--- config.mk ---
export PLATFORM = sky130hd
export DESIGN_NAME = instr_decode
export DESIGN_NICKNAME = d
export VERILOG_FILES = /design/src/rtl/mips_defs.sv /design/src/rtl/instr_decode_reg_file.sv /design/src/rtl/instr_decode.sv
export SDC_FILE = /design/constraint.sdc
export NUM_CORES = 2
export LEC_CHECK = 0
export ABC_AREA = 1
export BUFFER_PORTS_ARGS = -buffer_cell sky130_fd_sc_hd__buf_4
export CAP_MARGIN = 20
export CORE_ASPECT_RATIO = 1.25
export CORE_MARGIN = 3
export CORE_UTILIZATION = 32
export CTS_CLUSTER_DIAMETER = 40
export DETAILED_ROUTE_END_ITERATION = 8
export PLACE_DENSITY = 0.59
export SLEW_MARGIN = 20
export SYNTH_ARGS = -nofsm -noshare
export SYNTH_HDL_FRONTEND = slang
export SYNTH_HIERARCHICAL = 1
export SYNTH_SLANG_ARGS = --single-unit
--- constraint.sdc ---
create_clock -name clk -period 7.2 [get_ports clk]
set_clock_uncertainty 0.2 [all_clocks]
set_input_delay 1.44 -clock clk [delete_from_list [all_inputs] [get_ports clk]]
set_output_delay 1.44 -clock clk [all_outputs]
set_load 0.01 [all_outputs]
--- src/rtl/mips_defs.sv ---
// Shared MIPS opcode/funct encodings, register indices and immediate-extension helper
// used by the decode stage and its register file.
package mips_defs;

    localparam logic [5:0] R_TYPE = 6'h00;
    localparam logic [5:0] ORI    = 6'h0D;
    localparam logic [5:0] LW     = 6'h23;
    localparam logic [5:0] SW     = 6'h2B;
    localparam logic [5:0] BEQ    = 6'h04;
    localparam logic [5:0] J      = 6'h02;

    localparam logic [4:0] ZERO = 5'd0;
    localparam logic [4:0] GP   = 5'd28;
    localparam logic [4:0] SP   = 5'd29;

    localparam int NUM_REGS = 32;

    function automatic logic [31:0] extend_imm16(input logic [15:0] imm16, input logic sign_ext);
        return sign_ext ? {{16{imm16[15]}}, imm16} : {16'h0000, imm16};
    endfunction

endpackage

--- src/rtl/instr_decode_reg_file.sv ---
// 32-entry register file: two asynchronous read ports with write-through bypass,
// one synchronous write port, $0 hardwired to zero, $28/$29 preset on reset.
module reg_file
    import mips_defs::*;
#(
    parameter int                DATA_W  = 32,
    parameter logic [DATA_W-1:0] SP_INIT = DATA_W'(32'h7FFF_EFFC),
    parameter logic [DATA_W-1:0] GP_INIT = DATA_W'(32'h1000_8000)
) (
    input  logic              clk,
    input  logic              rst_n,
    input  logic              we,
    input  logic [4:0]        wr_addr,
    input  logic [DATA_W-1:0] wr_data,
    input  logic [4:0]        ra_addr,
    input  logic [4:0]        rb_addr,
    output logic [DATA_W-1:0] ra_data,
    output logic [DATA_W-1:0] rb_data
);

    logic [DATA_W-1:0] regs_q [NUM_REGS];
    logic [DATA_W-1:0] regs_d [NUM_REGS];
    logic              wr_en;

    // Gating with rst_n keeps the bypass from showing data that will never be written.
    assign wr_en = we && (wr_addr != ZERO) && rst_n;

    function automatic logic [DATA_W-1:0] reset_value(input logic [4:0] idx);
        if (idx == SP) return SP_INIT;
        if (idx == GP) return GP_INIT;
        return '0;
    endfunction

    function automatic logic [DATA_W-1:0] read_port(input logic [4:0] addr);
        if (addr == ZERO)                return '0;
        if (wr_en && (addr == wr_addr))  return wr_data;
        return regs_q[addr];
    endfunction

    always_comb begin
        regs_d = regs_q;
        if (wr_en) begin
            regs_d[wr_addr] = wr_data;
        end
    end

    always_ff @(posedge clk or negedge rst_n) begin
        if (!rst_n) begin
            for (int i = 0; i < NUM_REGS; i++) begin
                regs_q[i] <= reset_value(5'(i));
            end
        end else begin
            regs_q <= regs_d;
        end
    end

    assign ra_data = read_port(ra_addr);
    assign rb_data = read_port(rb_addr);

endmodule

--- src/rtl/instr_decode.sv ---
// Instruction decode stage: combinational field slicing and immediate extension,
// register-file reads for rs/rt, and a free-running retired-cycle counter.
module instr_decode
    import mips_defs::*;
#(
    parameter int                DATA_W  = 32,
    parameter logic [DATA_W-1:0] SP_INIT = DATA_W'(32'h7FFF_EFFC),
    parameter logic [DATA_W-1:0] GP_INIT = DATA_W'(32'h1000_8000)
) (
    input  logic              clk,
    input  logic              start_up_n,
    input  logic [31:0]       instruction,
    input  logic              ext_op,
    input  logic              reg_wr,
    input  logic [4:0]        wr_addr,
    input  logic [DATA_W-1:0] wr_data,
    output logic [5:0]        opcode,
    output logic [4:0]        rs,
    output logic [4:0]        rt,
    output logic [4:0]        rd,
    output logic [4:0]        shamt,
    output logic [5:0]        funct,
    output logic [31:0]       imm32,
    output logic [25:0]       target26,
    output logic [DATA_W-1:0] bus_a,
    output logic [DATA_W-1:0] bus_b,
    output logic [31:0]       retired
);

    logic [31:0] retired_q;
    logic [31:0] retired_d;

    assign opcode   = instruction[31:26];
    assign rs       = instruction[25:21];
    assign rt       = instruction[20:16];
    assign rd       = instruction[15:11];
    assign shamt    = instruction[10:6];
    assign funct    = instruction[5:0];
    assign target26 = instruction[25:0];
    assign imm32    = extend_imm16(instruction[15:0], ext_op);

    reg_file #(
        .DATA_W  (DATA_W),
        .SP_INIT (SP_INIT),
        .GP_INIT (GP_INIT)
    ) u_reg_file (
        .clk     (clk),
        .rst_n   (start_up_n),
        .we      (reg_wr),
        .wr_addr (wr_addr),
        .wr_data (wr_data),
        .ra_addr (rs),
        .rb_addr (rt),
        .ra_data (bus_a),
        .rb_data (bus_b)
    );

    // Wraps naturally at 2^32; every cycle retires one instruction.
    always_comb begin
        retired_d = retired_q + 32'd1;
    end

    always_ff @(posedge clk or negedge start_up_n) begin
        if (!start_up_n) begin
            retired_q <= '0;
        end else begin
            retired_q <= retired_d;
        end
    end

    assign retired = retired_q;

endmodule
==> metrics.md <==
| Metric | Value |
|---|---|
| Status | completed |
| Global Route Usage Sum | 24.7% |
| Register area share after synthesis | 43.0% |
| Synth Area in Compound Gates | 15.3% |
| Initial antenna violation count | 15 |
| NetSw | 5.51 mW |
| IO Count | 259 |
| Pre-antenna DRT Iters | 7 |
| Final worst slack | 1.02 ns |
| Adder-Cell Fraction of Synth Area | 0.0203% |
| Layout area overhead | 13.2% |
| Max Clk Rate | 162 MHz |
| Final hold vios | 0 |
| Cell internal pwr | 12.7 mW |
| Kind of start point of the critical path | primary input |
| 1st-iter DRT viols | 7,704 |
| Distinct cells, synth | 29 |
| Global-route wire length before repair | 371,000 microns |
| Critical path type | in -> out |
| Commonest non-fill, non-tap cell in the layout | nand2_1 |
| Post-CTS Hold Buffers | 0 |
| Core area | 191,000 sq um |
| Setup TNS | 0 ns |
| DP HPWL | 133,000 microns |
| Worst-path clk slew | 0.05 ns |
| Largest delay share family, worst path | simple AND/OR/NAND/NOR gates |
| DR vias/cell | 5.41 |
| Clk root buf | clkbuf_16 |
| Reg2reg path depth | 8 |
| Die H | 496 microns |
| Most frequent cells in the layout | 2,848 x nand2_1, 1,324 x o21ai_0, 1,167 x nand3_1, 1,026 x dfrtp_1, 887 x inv_1 |
| Syn nets | 9,207 |
| Die area | 198,000 sq um |
| Post-Syn Area | 61,500 sq um |
| Clock power share | 44.7% |
| Relative max-transition margin | 18.9% |
| Slowest cell on crit path | nand2_2 |
| Number of global-route vias before repair | 58,216 |
| DR vias | 61,749 |
| Critical Path End Type | output pin |
| Main combinational cell family by area after synthesis | simple AND/OR/NAND/NOR gates |
| Smallest hold slack | 0.173 ns |
| Clock Sinks | 1,056 |
| Hold endpoint | u_reg_file/regs_q[1011]$_DFFE_PN0P_ |
| Ranking of synthesized cells by area | dfrtp_1 42%, nand2_1 17%, o21ai_0 11% |
| Register share of total power | 39.0% |
| Row count | 179 |
| Total power | 18.3 mW |
| Worst Hold Path Cells | 0 |
| Avg Inst Size Synth | 6.74 sq um |
| Cts repair resizes | 0 |
| Worst Hold Launch | u_reg_file/regs_q[1011]$_DFFE_PN0P_ |
| Top cell by count, worst path | nand2_1 |
| Fraction of synthesized area in multiplexers | 0% |
| WL/cell | 21.8 microns |
| Layout cell share with drive strength beyond 1 | 8.08% |
| Comb power frac | 16.3% |
| Count of pins over their slew limit | 0 |
| Largest stage delay on the critical path | 0.69 ns |
| WL final | 249,000 microns |
| DRC | 0 |
| Post-Synth XOR/XNOR Area | 0.299% |
| Fin crit period | 6.18 ns |
| Post-synth top area cell | dfrtp_1 |
| Initial Util | 32.2% |
| CTS max path bufs | 3 |
| Worst-Skew Late Latency | 0.81 ns |
| Maximum VDD drop | 0.288 mV |
| RePlAce Congestion | 0.849 |
| Largest net degree at the start of global routing | 184 |
| Slew @ Worst Pin | 1.22 ns |
| Crit Path Max Fanout | 19 |
| Grt total ovfl | 0 |
| Postcts setup bufs | 0 |
| Simple-Gate Fraction of Synth Area | 29.9% |
| Pre-CTS setup slack | 1.21 ns |
| Worst Hold Class | reg -> reg |
| Post-synth top area share | 41.7% |
| CTS tree | yes |
| Reg2reg setup slack | 5.56 ns |
| RSZ-0062 raised after global routing | false |
| Mapped Cells | 9,133 |
| P_leak | 33.8 nW |
| Die extent in x | 398 microns |
| I/O Buffers | 186 |
| Worst EP required | 5.56 ns |
| Total CTS buffers | 154 |
| Critical Path AT | 4.54 ns |
| Final setup violation count | 0 |
| Final ANT Viol Nets | 0 |
| CP Cell Sequence | buf_4 > inv_1 > nand2_1 > nor2_1 > nand2_1 > nand2_4 > inv_4 > nand2_2 > nand3_1 > nand2_1 > inv_1 > buf_4 |
| Worst path bufs/invs | 5 |
| H-tree depth | 4 |
| Switch share | 30.2% |
| Synthesis-stage register bit count | 1,056 |
| Synth warn | 6 |
| FF-to-FF End | retired[30]$_DFF_PN0_ |
| Pwr/cell area | 262 nW/um^2 |
| Origin of the critical flop-to-flop path | retired[0]$_DFF_PN0_ |
| Crit share post-route | 85.8% |
| Nets@finish | 8,818 |
| Max_cap viols | 0 |
routing by layer:
layer  GRT usage [%]  share of wire, %
met1            31.8                40
met2            39.3                44
met3            5.25                10
met4            12.1               5.2
met5               0             0.024
registers in the layout, indices dropped and copies added, names as in the netlist:
register and count:
u_reg_file/regs_q 1024, retired 32
stage by stage:
step                      cells  utilization (%)  area (sq um)
after floorplan            9133                -         61500
after global placement    11116             33.5         64000
after detailed placement  11119             33.6         64000
after CTS                 11404             36.5         69600
after global routing      11408             36.5         69700
final                     11412             36.5         69700
synthesized netlist by cell type:
master and count:
nand2_1 2858, o21ai_0 1324, nand3_1 1170, dfrtp_1 1026, inv_1 894, clkbuf_1 635
a21oi_1 424, nor2_1 307, o21ai_1 97, buf_4 90, buf_1 66, buf_2 65
or2_2 37, dfstp_2 30, o211ai_1 26, nand2_2 19, xor2_1 14, nand3b_1 8
nand4_1 8, nor2_4 8, xnor2_1 7, nor2_2 5, clkinv_1 3, nand2_4 3
inv_2 2, nor3_1 2, nor3_2 2, nor4_4 2, ha_1 1
power by group through the flow:
| stage | Combinational (mW) | Clock [mW] | Sequential (mW) |
|---|---|---|---|
| 2_1_floorplan | 2.01 | 0 | 7.10 |
| 3_3_place_gp | 2.86 | 0 | 7.18 |
| 3_5_place_dp | 2.93 | 0 | 7.21 |
| 4_1_cts | 2.94 | 8.27 | 7.11 |
| 5_1_grt | 3.37 | 8.54 | 7.22 |
| 6_report | 2.97 | 8.16 | 7.13 |
logic make-up after synthesis:
logic type,Yosys count
and+or+nand+nor,4429
AOI/OAI and AO/OA,1871
buffers and inverters,1755
DFF,1056
xor gates and xnor gates,21
adders and majority gates,1
area by class of cell:
type	count	area [sq um]
clock buffers	190	4210
multi-input cells	6322	28300
inverters	899	3410
well taps	2534	3170
diodes	5	12.5
fillers	20102	121000
repair buffers	311	2760
flip-flops and latches	1056	26500
clock inverters	95	1340
worst max-delay path by stage:
stage / from / end / cells past startpoint
floorplan: instruction[17] / bus_b[30] / 10
global placement: wr_addr[4] / bus_b[9] / 12
detailed placement: wr_addr[4] / bus_b[9] / 12
CTS: wr_addr[4] / bus_b[9] / 12
global route: wr_addr[4] / bus_b[9] / 12
finish: wr_addr[4] / bus_b[4] / 12
No activity file was read; power rests on OpenSTA's default activity.
